===== src/rtl/imem_fetch_ctrl_if.sv =====
// Fetch sequencer bus: instruction ROM port, redirect input and the IF/ID valid/ready handshake.
// master = the fetch controller, slave = the core/ROM side.
interface imem_fetch_ctrl_if #(
    parameter int QDEPTH = 2
);
    localparam int CW = $clog2(QDEPTH) + 1;

    logic          fetch_en;
    logic [31:0]   imem_addr;
    logic [31:0]   imem_rdata;
    logic          redirect_valid;
    logic [31:0]   redirect_pc;
    logic          out_valid;
    logic [31:0]   out_pc;
    logic [31:0]   out_instr;
    logic          out_ready;
    logic [CW-1:0] q_count;

    modport master (
        input  fetch_en, imem_rdata, redirect_valid, redirect_pc, out_ready,
        output imem_addr, out_valid, out_pc, out_instr, q_count
    );

    modport slave (
        output fetch_en, imem_rdata, redirect_valid, redirect_pc, out_ready,
        input  imem_addr, out_valid, out_pc, out_instr, q_count
    );
endinterface


===== src/rtl/imem_fetch_ctrl.sv =====
// Instruction-fetch sequencer: owns the fetch PC, captures {pc, word} into a circular fetch queue
// and presents the head to IF/ID through registered outputs; redirects flush the queue.
module imem_fetch_ctrl #(
    parameter logic [31:0] RESET_PC = 32'h0000_0000,
    parameter int          QDEPTH   = 2
) (
    input  logic               clk,
    input  logic               reset,
    imem_fetch_ctrl_if.master  bus
);
    localparam int PW = $clog2(QDEPTH);
    localparam int CW = PW + 1;

    logic [31:0]   fetch_pc;
    logic [31:0]   mem_pc    [QDEPTH];
    logic [31:0]   mem_instr [QDEPTH];
    logic [PW-1:0] head;
    logic [PW-1:0] tail;
    logic [CW-1:0] count;

    logic          out_valid_q;
    logic [31:0]   out_pc_q;
    logic [31:0]   out_instr_q;

    logic          deq;
    logic          enq;
    logic [PW-1:0] head_nxt;
    logic [CW-1:0] count_nxt;
    logic [31:0]   nxt_pc;
    logic [31:0]   nxt_instr;

    assign bus.imem_addr = fetch_pc;
    assign bus.out_valid = out_valid_q;
    assign bus.out_pc    = out_pc_q;
    assign bus.out_instr = out_instr_q;
    assign bus.q_count   = count;

    // Output registers are loaded from the head the queue will have after this edge; when that
    // head is the slot being written now, the word comes straight from the ROM port.
    always_comb begin
        deq       = out_valid_q & bus.out_ready;
        enq       = bus.fetch_en & ~bus.redirect_valid & ((count < CW'(QDEPTH)) | deq);
        head_nxt  = deq ? head + PW'(1) : head;
        count_nxt = count;
        if (enq && !deq) begin
            count_nxt = count + CW'(1);
        end else if (deq && !enq) begin
            count_nxt = count - CW'(1);
        end
        if (bus.redirect_valid) begin
            head_nxt  = '0;
            count_nxt = '0;
        end
        if (enq && (head_nxt == tail)) begin
            nxt_pc    = fetch_pc;
            nxt_instr = bus.imem_rdata;
        end else begin
            nxt_pc    = mem_pc[head_nxt];
            nxt_instr = mem_instr[head_nxt];
        end
    end

    always_ff @(posedge clk) begin
        if (reset) begin
            fetch_pc    <= RESET_PC;
            head        <= '0;
            tail        <= '0;
            count       <= '0;
            out_valid_q <= 1'b0;
            out_pc_q    <= '0;
            out_instr_q <= '0;
        end else begin
            head  <= head_nxt;
            count <= count_nxt;
            if (bus.redirect_valid) begin
                tail     <= '0;
                fetch_pc <= bus.redirect_pc & ~32'h3;
            end else if (enq) begin
                tail     <= tail + PW'(1);
                fetch_pc <= fetch_pc + 32'd4;
            end
            out_valid_q <= (count_nxt != '0);
            if (count_nxt != '0) begin
                out_pc_q    <= nxt_pc;
                out_instr_q <= nxt_instr;
            end
        end
    end

    // Queue storage needs no reset: pointers and count define which slots are live.
    always_ff @(posedge clk) begin
        if (enq) begin
            mem_pc[tail]    <= fetch_pc;
            mem_instr[tail] <= bus.imem_rdata;
        end
    end
endmodule


===== src/flat_wrapper.sv =====
// flat-port wrapper written by rule: the top's interface ports become plain ports
module imem_fetch_ctrl_flat 
#(
    parameter logic [31:0] RESET_PC = 32'h0000_0000,
    parameter int          QDEPTH   = 2
)
  (clk, reset, bus_fetch_en, bus_imem_rdata, bus_redirect_valid, bus_redirect_pc, bus_out_ready, bus_imem_addr, bus_out_valid, bus_out_pc, bus_out_instr, bus_q_count);
  imem_fetch_ctrl_if #(.QDEPTH(QDEPTH)) bus_i ();
  input  logic clk;
  input  logic reset;
  input wire logic [$bits(bus_i.fetch_en)-1:0] bus_fetch_en;
  input wire logic [$bits(bus_i.imem_rdata)-1:0] bus_imem_rdata;
  input wire logic [$bits(bus_i.redirect_valid)-1:0] bus_redirect_valid;
  input wire logic [$bits(bus_i.redirect_pc)-1:0] bus_redirect_pc;
  input wire logic [$bits(bus_i.out_ready)-1:0] bus_out_ready;
  output wire logic [$bits(bus_i.imem_addr)-1:0] bus_imem_addr;
  output wire logic [$bits(bus_i.out_valid)-1:0] bus_out_valid;
  output wire logic [$bits(bus_i.out_pc)-1:0] bus_out_pc;
  output wire logic [$bits(bus_i.out_instr)-1:0] bus_out_instr;
  output wire logic [$bits(bus_i.q_count)-1:0] bus_q_count;
  assign bus_i.fetch_en = bus_fetch_en;
  assign bus_i.imem_rdata = bus_imem_rdata;
  assign bus_i.redirect_valid = bus_redirect_valid;
  assign bus_i.redirect_pc = bus_redirect_pc;
  assign bus_i.out_ready = bus_out_ready;
  assign bus_imem_addr = bus_i.imem_addr;
  assign bus_out_valid = bus_i.out_valid;
  assign bus_out_pc = bus_i.out_pc;
  assign bus_out_instr = bus_i.out_instr;
  assign bus_q_count = bus_i.q_count;
  imem_fetch_ctrl #(.RESET_PC(RESET_PC), .QDEPTH(QDEPTH)) u_core (.clk(clk), .reset(reset), .bus(bus_i));
endmodule

===== config.mk =====
export PLATFORM = sky130hd
export DESIGN_NAME = imem_fetch_ctrl_flat
export DESIGN_NICKNAME = d
export VERILOG_FILES = /design/src/rtl/imem_fetch_ctrl_if.sv /design/src/rtl/imem_fetch_ctrl.sv /design/src/flat_wrapper.sv
export SDC_FILE = /design/constraint.sdc
export NUM_CORES = 1
export LEC_CHECK = 0
export ABC_CLOCK_PERIOD_IN_PS = 6200
export BUFFER_PORTS_ARGS = -buffer_cell sky130_fd_sc_hd__buf_2
export CORE_MARGIN = 2
export CORE_UTILIZATION = 55
export CTS_CLUSTER_DIAMETER = 60
export DETAILED_ROUTE_END_ITERATION = 10
export PLACE_DENSITY = 0.81
export REMOVE_ABC_BUFFERS = 1
export SYNTH_ARGS = -nofsm -noshare
export SYNTH_HDL_FRONTEND = slang
export SYNTH_SLANG_ARGS = --single-unit

===== constraint.sdc =====
create_clock -name clk -period 6.2 [get_ports clk]
set_clock_uncertainty 0.15 [all_clocks]
set_input_delay 0.62 -clock clk [delete_from_list [all_inputs] [get_ports clk]]
set_output_delay 0.62 -clock clk [all_outputs]
set_load 0.1 [all_outputs]

## After elaboration in Yosys (flattened, before gate mapping)

Memories as Yosys holds them, arrays and structs flattened. A register that Yosys moved wholly into a read port is not among the register bits.
Cells that the tools add are included.

| storage, ports and cells | value |
|---|---|
| bits in writable memories | 128 |
| bits in latches | 0 |
| memories | 2 |
| bits of input ports | 69 |
| ROM bits | 0 |
| bits in registers | 37 |
| output and inout port bits | 99 |

| operators by class | value |
|---|---|
| magnitude comparators | 1 |
| multipliers | 0 |
| add/subtract/negate cells | 5 |
| bitwise logic cells | 5 |
| muxes and demuxes | 9 |
| div/mod/pow operators | 0 |
| shift-type cells | 0 |
| reductions and logical operators | 7 |
| eq/ne operators | 0 |

Memories:

| name | depth | width | rd ports | clocked after Yosys merged registers in | wr ports | RTL line | text |
|---|---|---|---|---|---|---|---|
| u_core.mem_instr | 2 | 32 | 1 | 1 | 1 | imem_fetch_ctrl.sv:16 | `logic [31:0] mem_instr [QDEPTH];` |
| u_core.mem_pc | 2 | 32 | 1 | 1 | 1 | imem_fetch_ctrl.sv:15 | `logic [31:0] mem_pc [QDEPTH];` |

Operators by type and width:

| kind | number |
|---|---|
| 32-bit two-way mux | 2 |
| 32-bit by 3-bit adder with 32-bit output, second input constant | 1 |
| 2-bit two-way mux | 3 |
| 1-bit two-way mux | 4 |
| 2-bit nonzero test | 2 |
| 1-bit AND | 3 |
| 1-bit adder, second input constant | 2 |
| 2-bit by 1-bit adder with 2-bit output, second input constant | 1 |
| 1-bit logical AND | 2 |
| 1-bit zero test | 2 |
| 2-bit less-than comparator, second input constant | 1 |
| 2-bit OR reduction | 1 |
| 2-bit by 1-bit subtractor with 2-bit output, second input constant | 1 |
| 1-bit NOT | 1 |
| 1-bit OR | 1 |

## Longest topological paths before layout

Gate-level depths: netlist of the first run.

| depth | value |
|---|---|
| depth in word-level cells | 9 |
| gate-level depth with buffers | 8 |
| mapped depth without buffers | 6 |

## Least setup slack after synthesis of the first run

Ideal clock, no wire load.

| path | value |
|---|---|
| path kind | reg2reg |
| from | reg u_core.out_valid_q, in the netlist u_core.bus.out_valid |
| to | reg u_core.out_pc_q[26], in the netlist u_core.bus.out_pc[26], read port of u_core.mem_pc |
| clock period less this slack | 5.039 ns |
| path slack | 1.161 ns |
| cell stages (with the launch flop) | 8 |
| arrival time | 4.763 ns |
| setup time | 0.126 ns |
| cell sequence | dfxtp_1 a21boi_2 nor3_2 mux2i_4 buf_6 buf_4 nor2_1 o31ai_2 |

| on the way | value |
|---|---|
| longest elaborated chain between the ends | 9 |
| elaborated cells on any way between the ends | 13 |

Ends and longest elaborated chain:

| element | RTL line | text |
|---|---|---|
| start: declaration | imem_fetch_ctrl.sv:21 | `logic out_valid_q;` |
| start signal: assignment | imem_fetch_ctrl.sv:82 | `out_valid_q <= (count_nxt != '0);` |
| 1-bit AND * | imem_fetch_ctrl.sv:41 | `deq = out_valid_q & bus.out_ready;` |
| 1-bit OR | imem_fetch_ctrl.sv:42 | `enq = bus.fetch_en & ~bus.redirect_valid & ((count < CW'(QDEPTH)) \| deq);` |
| 1-bit AND | imem_fetch_ctrl.sv:42 |  |
| 1-bit zero test | imem_fetch_ctrl.sv:47 | `end else if (deq && !enq) begin` |
| 1-bit logical AND | imem_fetch_ctrl.sv:47 |  |
| 2-bit two-way mux | imem_fetch_ctrl.sv:47 |  |
| 2-bit two-way mux | imem_fetch_ctrl.sv:45 | `if (enq && !deq) begin` |
| 2-bit two-way mux | imem_fetch_ctrl.sv:50 | `if (bus.redirect_valid) begin` |
| 2-bit nonzero test | imem_fetch_ctrl.sv:83 | `if (count_nxt != '0) begin` |
| end: declaration | imem_fetch_ctrl.sv:22 | `logic [31:0] out_pc_q;` |

Mark *: on every way between the ends. The rest lies on a longest branch, timed or not.
A chain may end at the register's enable or synchronous reset.

## Worst setup path in the final report of the first run

| path | value |
|---|---|
| from | reg u_core.out_valid_q, in the netlist u_core.bus.out_valid |
| to | reg u_core.out_instr_q[29], in the netlist u_core.bus.out_instr[29], read port of u_core.mem_instr |

| on the way | value |
|---|---|
| longest elaborated chain between the ends | 9 |
| elaborated cells on any way between the ends | 13 |

Ends and longest elaborated chain:

| element | RTL line | text |
|---|---|---|
| 1-bit AND * | imem_fetch_ctrl.sv:41 |  |
| 1-bit OR | imem_fetch_ctrl.sv:42 |  |
| 1-bit AND | imem_fetch_ctrl.sv:42 |  |
| 1-bit zero test | imem_fetch_ctrl.sv:47 |  |
| 1-bit logical AND | imem_fetch_ctrl.sv:47 |  |
| 2-bit two-way mux | imem_fetch_ctrl.sv:47 |  |
| 2-bit two-way mux | imem_fetch_ctrl.sv:45 |  |
| 2-bit two-way mux | imem_fetch_ctrl.sv:50 |  |
| 2-bit nonzero test | imem_fetch_ctrl.sv:83 |  |
| end: declaration | imem_fetch_ctrl.sv:23 | `logic [31:0] out_instr_q;` |

Marked as above.

==> summary.txt, run 1 <==
status = completed
r2r setup slk = 2.94 ns
# rows = 47
Final Critical Period = 3.26 ns
clock buffer depth = 3
die area = 18200 µm²
Worst Hold Depth = 1
Starting Density = 56.6%
fin util = 66.2%
largest cells by area after synthesis = edfxtp_1, dfxtp_1, nand2_1, o31ai_2, and3_1
Hold Path Class = in2reg
initial antenna violation count = 0
critical-path maximum fanout = 78
period utilization = 52.7%
clk sinks = 221
Area after DPL = 10300 µm²
area grow syn2layout = 17.0%
Die Y = 135 µm
Synth Flop Type = edfxtp_1
Post-CTS Hold Buffers = 0
mean routed wirelength per cell = 17.0 µm
Finished Cell Area = 11000 µm²
launch point of the worst reg-to-reg path = u_core.bus.out_valid$_SDFF_PP0_
number of diodes = 0
Slowest Stage Delay on Critical Path = 0.65 ns
Yosys top cell area share = 39.5%
Ports = 168
first-pass detailed-route iteration total = 5
nets = 1071
hold path endpoint = u_core.mem_instr[0][10]$_DFFE_PP_
fmax = 0.306 GHz
Syn Inst Count = 864
Die Wd = 135 µm
Worst-Margin Slew = 0.917 ns
final wirelength = 21.0 mm
Post-CTS Setup Bufs = 0
critical path launch point type = flop
fraction of layout cells with a size suffix above 1 = 27.9%
vias in the first global route = 6456
Netlist cell types = 53
RePlAce Congestion = 0.845
Clk Latency, worst-skew pair = 0.50 ns
DRC viols = 0
Async SR Flop Fraction = 0%
worst endpoint data arrival time = 3.47 ns
Hold Startpoint = bus_imem_rdata[10]
register area share after synthesis = 60.2%
Pleak = 0.00448 µW
total congestion overflow = 0
H-Tree Depth = 1
routed vias = 6860
Yosys warning total = 0
Via density = 5.55
Power Dens Cells = 330 nW/µm²
Initial DRC Count = 539
ANT nets after route = 0
WP data required = 6.41 ns
Clock Tree Root = clkbuf_16
Worst Reg-to-Reg Cells = 7
Max-Cap Viols = 0
post-detail-place hpwl = 12.6 mm
Synth Cell Area = 9420 µm²
Setup Viol. Count Final = 0
EDFF count, synth = 124
largest net degree at the start of global routing = 79
VDD IR max = 0.196 mV
port buffer count = 161
CTS tree = yes
post-cts repair resize count = 0
global-route usage over all layers = 22.7%
WS Path Type = reg2reg
Max stage delay cell, worst path = buf_4
max-slew violations = 0
global-route wire length before repair = 33.0 mm
Syn Area/Cell = 10.9 µm²
count of final hold-check violations = 0
capture point of the worst reg-to-reg path = u_core.bus.out_instr[29]$_SDFFE_PP0P_
CP endpoint kind = flop
#FFs+latches synth = 221
RSZ-0062 raised after global routing = false
CTS Buf Count = 23
Fillers = 1276
Clk pin slew, worst setup/hold paths = 0.06 ns
critical-path cell list = and2_1 -> mux2i_4 -> buf_4 -> mux2i_4 -> buf_4 -> and3_1 -> o31ai_2
max_slew headroom = 38.8%
core area = 16600 µm²
Synth area leader = edfxtp_1
-- routing by layer --
layer  vias up  GRT usage [%]  part of all wire (%)
met5         -              0                     0
met4         0           5.79                   1.3
met3        22           3.57                   7.5
met2       246           38.8                    48
met1      3264           30.4                    43
li1       3328              -                     -
-- power by group --
part | total [µW] | internal, µW | switching (µW) | leakage (µW)
sequential | 1670 | 1620 | 51.9 | 0.00194
clock | 1340 | 790 | 547 | 0.000368
combinational | 627 | 123 | 504 | 0.00217
total | 3640 | 2540 | 1100 | 0.00448
-- area by class of cell --
type	instances	area, µm²	share of cell area, %
clock buffer	30	622	5.64
sequential	221	5670	51.4
tap	220	275	2.50
timing repair buffer	170	873	7.92
clock inverter	11	109	0.988
inverter	4	15.0	0.136
multi-input combinational	581	3460	31.4
-- synth_stat cells, types with 4 or more instances --
library cell and instances:
o22ai_1 4, nor3_1 8, edfxtp_1 124, a211oi_1 18, nand2_1 212, buf_4 8, xnor2_1 8, dfxtp_1 97
a21oi_1 9, nor2_1 92, nand3_1 10, clkbuf_1 33, and2_1 5, nand4_1 20, buf_2 16, o31ai_2 62
and3_1 66, xor2_1 18
-- cell usage in the layout, fill, tap and decap left out, types with 3 or more instances in the layout --
master	count
a21oi_1	9
nand4_1	20
clkbuf_1	5
nor2_1	92
clkinv_2	8
nand2_1	212
and2_1	5
xor2_1	18
or3_1	3
nor4_1	3
dfxtp_1	97
a31oi_1	3
buf_4	9
and3_1	66
nor3_1	8
o22ai_1	4
clkbuf_16	23
edfxtp_1	124
xnor2_1	8
a211oi_1	18
conb_1	4
buf_2	161
o31ai_2	62
nand3_1	10
o21ai_0	3
-- registers in the layout, summed over array words and instances, names as in the netlist --
register              count
u_core.bus.imem_addr     30
u_core.head               1
u_core.bus.out_pc        30
u_core.mem_pc            60
u_core.bus.q_count        2
u_core.bus.out_valid      1
u_core.bus.out_instr     32
u_core.mem_instr         64
u_core.tail               1
-- kinds of logic (layout without fill, tap and decap cells) --
group	count (synthesis)	count (layout)	synth area share (%)
XOR/XNOR	26	26	2.42
multiplexers	6	6	0.930
AND/OR/NAND/NOR	436	436	21.1
other	1	4	0.0398
flip-flops	221	221	60.2
buffers and inverters	65	215	3.52
AO/OA/AOI/OAI	108	108	11.7
adder cells (fa/ha/maj)	1	1	0.133
-- through the flow --
stage          power (µW)  hold WS (ns)  std cells  setup slack [ns]  TNS [ns]
3_3_place_gp         2320         0.287       1196              2.64         0
3_5_place_dp         2330         0.292       1196              2.60         0
5_1_grt              3760         0.157       1237              2.73         0
4_1_cts              3660         0.156       1237              2.91         0
6_report             3640         0.174       1237              2.94         0
2_1_floorplan        2200         0.349        806            -0.255    -15.83
-- worst max path at each step --
stage                                                  to                       startpoint  slack, ns
detailed placement   u_core.bus.out_instr[1]$_SDFFE_PP0P_                    bus_out_ready       2.60
floorplan            u_core.bus.out_instr[0]$_SDFFE_PP0P_  u_core.bus.out_valid$_SDFF_PP0_      -0.26
global route        u_core.bus.out_instr[10]$_SDFFE_PP0P_  u_core.bus.out_valid$_SDFF_PP0_       2.73
finish              u_core.bus.out_instr[29]$_SDFFE_PP0P_  u_core.bus.out_valid$_SDFF_PP0_       2.94
global placement     u_core.bus.out_instr[1]$_SDFFE_PP0P_                    bus_out_ready       2.64
CTS                     u_core.bus.out_pc[2]$_SDFFE_PP0P_  u_core.bus.out_valid$_SDFF_PP0_       2.91
-- critical path: cells and delay by family (launching register included) --
family	cells	cell delay (ns)
flops	1	0.43
mux	2	0.60
compound gates	1	0.06
buf+inv	2	1.24
simple gates	2	0.59
No activity file was read; power rests on OpenSTA's default activity.
==> inputs of run 2 (changes only) <==
--- a/config.mk
+++ b/config.mk
@@ -5,7 +5,7 @@
 export SDC_FILE = /design/constraint.sdc
 export NUM_CORES = 1
 export LEC_CHECK = 0
-export ABC_CLOCK_PERIOD_IN_PS = 6200
+export ABC_CLOCK_PERIOD_IN_PS = 3200
 export BUFFER_PORTS_ARGS = -buffer_cell sky130_fd_sc_hd__buf_2
 export CORE_MARGIN = 2
 export CORE_UTILIZATION = 55
==> constraint.sdc (replaced) <==
create_clock -name clk -period 3.2 [get_ports clk]
set_clock_uncertainty 0.15 [all_clocks]
set_input_delay 0.32 -clock clk [delete_from_list [all_inputs] [get_ports clk]]
set_output_delay 0.32 -clock clk [all_outputs]
set_load 0.1 [all_outputs]
==> run 2 against run 1 <==
Effect of this change: routed wire length increased by 7.7%; sequential power increased by 95%; final area increased by 6.7%; worst hold slack got worse by 0.14 ns; register-to-register slack got worse by 2.3 ns; sequential cell count unchanged; cell count increased by 5.3%; count of clock-buffer cells in the layout decreased by 2; power increased by 100%; core utilization increased by 4.4 points; largest cell class unchanged.
==> summary.txt, run 2 (synthesis gave the netlist of run 1 again) <==
die area = 18200 µm² (unchanged)
RePlAce Congestion = 0.843 (was 0.845)
max_slew headroom = 38.3% (was 38.8%)
Die Y = 135 µm (unchanged)
commonest non-fill, non-tap cell in the layout = nand2_1 (unchanged)
critical-path cell list = and2_1 -> mux2i_4 -> buf_4 -> nand2_1 -> and3_1 -> o31ai_2 (was and2_1 -> mux2i_4 -> buf_4 -> mux2i_4 -> buf_4 -> and3_1 -> o31ai_2)
status = completed (unchanged)
Clock Tree Root = clkbuf_16 (unchanged)
clock share of power = 37.6% (was 36.7%)
Initial DRC Count = 553 (was 539)
post-detail-place hpwl = 13.0 mm (was 12.6 mm)
Critical Path Source = u_core.bus.out_valid$_SDFF_PP0_ (unchanged)
count of final hold-check violations = 0 (unchanged)
sw power = 2150 µW (was 1100 µW)
DRC viols = 0 (unchanged)
r2r setup slk = 0.59 ns (was 2.94 ns)
capture point of the worst reg-to-reg path = u_core.bus.out_instr[13]$_SDFFE_PP0P_ (was u_core.bus.out_instr[29]$_SDFFE_PP0P_)
Power Dens Cells = 619 nW/µm² (was 330 nW/µm²)
Pleak = 0.00479 µW (was 0.00448 µW)
port buffer count = 161 (unchanged)
first-pass detailed-route iteration total = 5 (unchanged)
clk sinks = 221 (unchanged)
Max-Cap Viols = 0 (unchanged)
critical path launch point type = flop (unchanged)
vias in the first global route = 7048 (was 6456)
Post-CTS Setup Bufs = 0 (unchanged)
fraction of layout cells with a size suffix above 1 = 26.8% (was 27.9%)
Slowest Stage Delay on Critical Path = 0.65 ns (about the same)
Starting Density = 56.6% (unchanged)
fin worst setup slack = 0.592 ns (was 2.94 ns)
Comb pwr share = 17.7% (was 17.2%)
fmax = 0.384 GHz (was 0.306 GHz)
Post-Place Cells = 1201 (was 1196)
Die Wd = 135 µm (unchanged)
RSZ-0062 raised after global routing = false (unchanged)
final wirelength = 22.6 mm (was 21.0 mm)
Clk pin slew, worst setup/hold paths = 0.06 ns (about the same)
Hold Startpoint = bus_fetch_en (was bus_imem_rdata[10])
CTS Buf Count = 23 (unchanged)
family with the most delay on the worst path = simple AND/OR/NAND/NOR gates (was buffers and inverters)
critical-path maximum fanout = 62 (was 78)
TNS Setup = 0 ns (unchanged)
global-route usage over all layers = 24.4% (was 22.7%)
largest net degree at the start of global routing = 73 (was 79)
Ports = 168 (unchanged)
VDD IR max = 0.411 mV (was 0.196 mV)
CP Buf/Inv Count = 1 (was 2)
core area = 16600 µm² (unchanged)
launch point of the worst reg-to-reg path = u_core.bus.out_valid$_SDFF_PP0_ (unchanged)
mean routed wirelength per cell = 17.4 µm (was 17.0 µm)
hold path endpoint = u_core.bus.q_count[1]$_SDFF_PP0_ (was u_core.mem_instr[0][10]$_DFFE_PP_)
Max stage delay cell, worst path = buf_4 (unchanged)
fin util = 70.6% (was 66.2%)
global-route wire length before repair = 35.4 mm (was 33.0 mm)
initial antenna violation count = 0 (unchanged)
worst endpoint data arrival time = 2.87 ns (was 3.47 ns)
CTS tree = yes (unchanged)
# rows = 47 (unchanged)
final std cells w/o fill = 1302 (was 1237)
ANT nets after route = 0 (unchanged)
Place WS = 0.660 ns (was 2.60 ns)
period utilization = 81.5% (was 52.7%)
WS Path Type = reg2reg (unchanged)
Worst-Margin Slew = 0.926 ns (was 0.917 ns)
max-slew violations = 0 (unchanged)
Power Internal = 5130 µW (was 2540 µW)
total congestion overflow = 0 (unchanged)
CP endpoint kind = flop (unchanged)
routed vias = 7343 (was 6860)
number of diodes = 0 (unchanged)
area grow syn2layout = 24.8% (was 17.0%)
Flop pwr share = 44.6% (was 46.0%)
Worst Hold Depth = 3 (was 1)
post-cts repair resize count = 0 (unchanged)
total power draw = 7280 µW (was 3640 µW)
Via density = 5.64 (was 5.55)
WP data required = 3.46 ns (was 6.41 ns)
Setup Viol. Count Final = 0 (unchanged)
Sw Share = 29.6% (was 30.3%)
clock buffer depth = 3 (unchanged)
largest reg by FF count = u_core.mem_instr (unchanged)
Clk Latency, worst-skew pair = 0.50 ns (about the same)
H-Tree Depth = 1 (unchanged)
Final Critical Period = 2.61 ns (was 3.26 ns)
most frequent cells in the layout = nand2_1, buf_2, edfxtp_1 (unchanged)
Largest register FFs = 64 (unchanged)
nets = 1135 (was 1071)
Worst Reg-to-Reg Cells = 6 (was 7)
Hold Path Class = in2reg (unchanged)
-- run 2: routing by layer --
layer,wire [µm],track usage (%),vias up
li1,-,-,3455
met1,9400,31.9,3542
met2,11200,42.5,307
met3,1590,3.60,39
met4,410,6.61,0
met5,0,0,-
-- run 2: what timing repair did --
item                                    4_1_cts  5_1_grt
hold endpoints to repair                     91        0
hold buffers                                 59        0
endpoints found under the setup margin        0        0
-- run 2: worst min-delay path: stages --
cell and delay, ns:
buf_2 0.16, o21ai_0 0.09, a21oi_1 0.06
-- run 2: power groups by stage --
stage | Combinational [µW] | Sequential, µW | Clock, µW
2_1_floorplan | 344 | 3910 | 0
3_3_place_gp | 1220 | 3300 | 0
3_5_place_dp | 1230 | 3310 | 0
4_1_cts | 1290 | 3250 | 2780
5_1_grt | 1350 | 3260 | 2900
6_report | 1290 | 3250 | 2740
-- run 2: worst max path at each step --
stage	end	slack, ns	cells past startpoint
4_1_cts	u_core.bus.out_instr[13]$_SDFFE_PP0P_	0.64	6
6_report	u_core.bus.out_instr[13]$_SDFFE_PP0P_	0.59	6
3_5_place_dp	u_core.bus.out_instr[15]$_SDFFE_PP0P_	0.66	7
3_3_place_gp	u_core.mem_instr[1][14]$_DFFE_PP_	0.75	4
2_1_floorplan	u_core.bus.out_instr[0]$_SDFFE_PP0P_	-3.26	5
5_1_grt	u_core.bus.out_instr[12]$_SDFFE_PP0P_	0.49	6
-- run 2: metrics by stage --
step,hold WS [ns],area (µm²)
2_1_floorplan,0.239,9110
3_3_place_gp,0.287,10400
3_5_place_dp,0.292,10400
4_1_cts,0.0165,11800
5_1_grt,0.0524,11800
6_report,0.0331,11800
-- run 2: layout make-up --
cell class                 instances  area (µm²)
multi-input combinational        581        3460
timing repair buffer             234        1550
clock inverter                    14         171
fill                            1148        4890
tap                              220         275
inverter                           4        15.0
sequential                       221        5670
clock buffer                      28         614
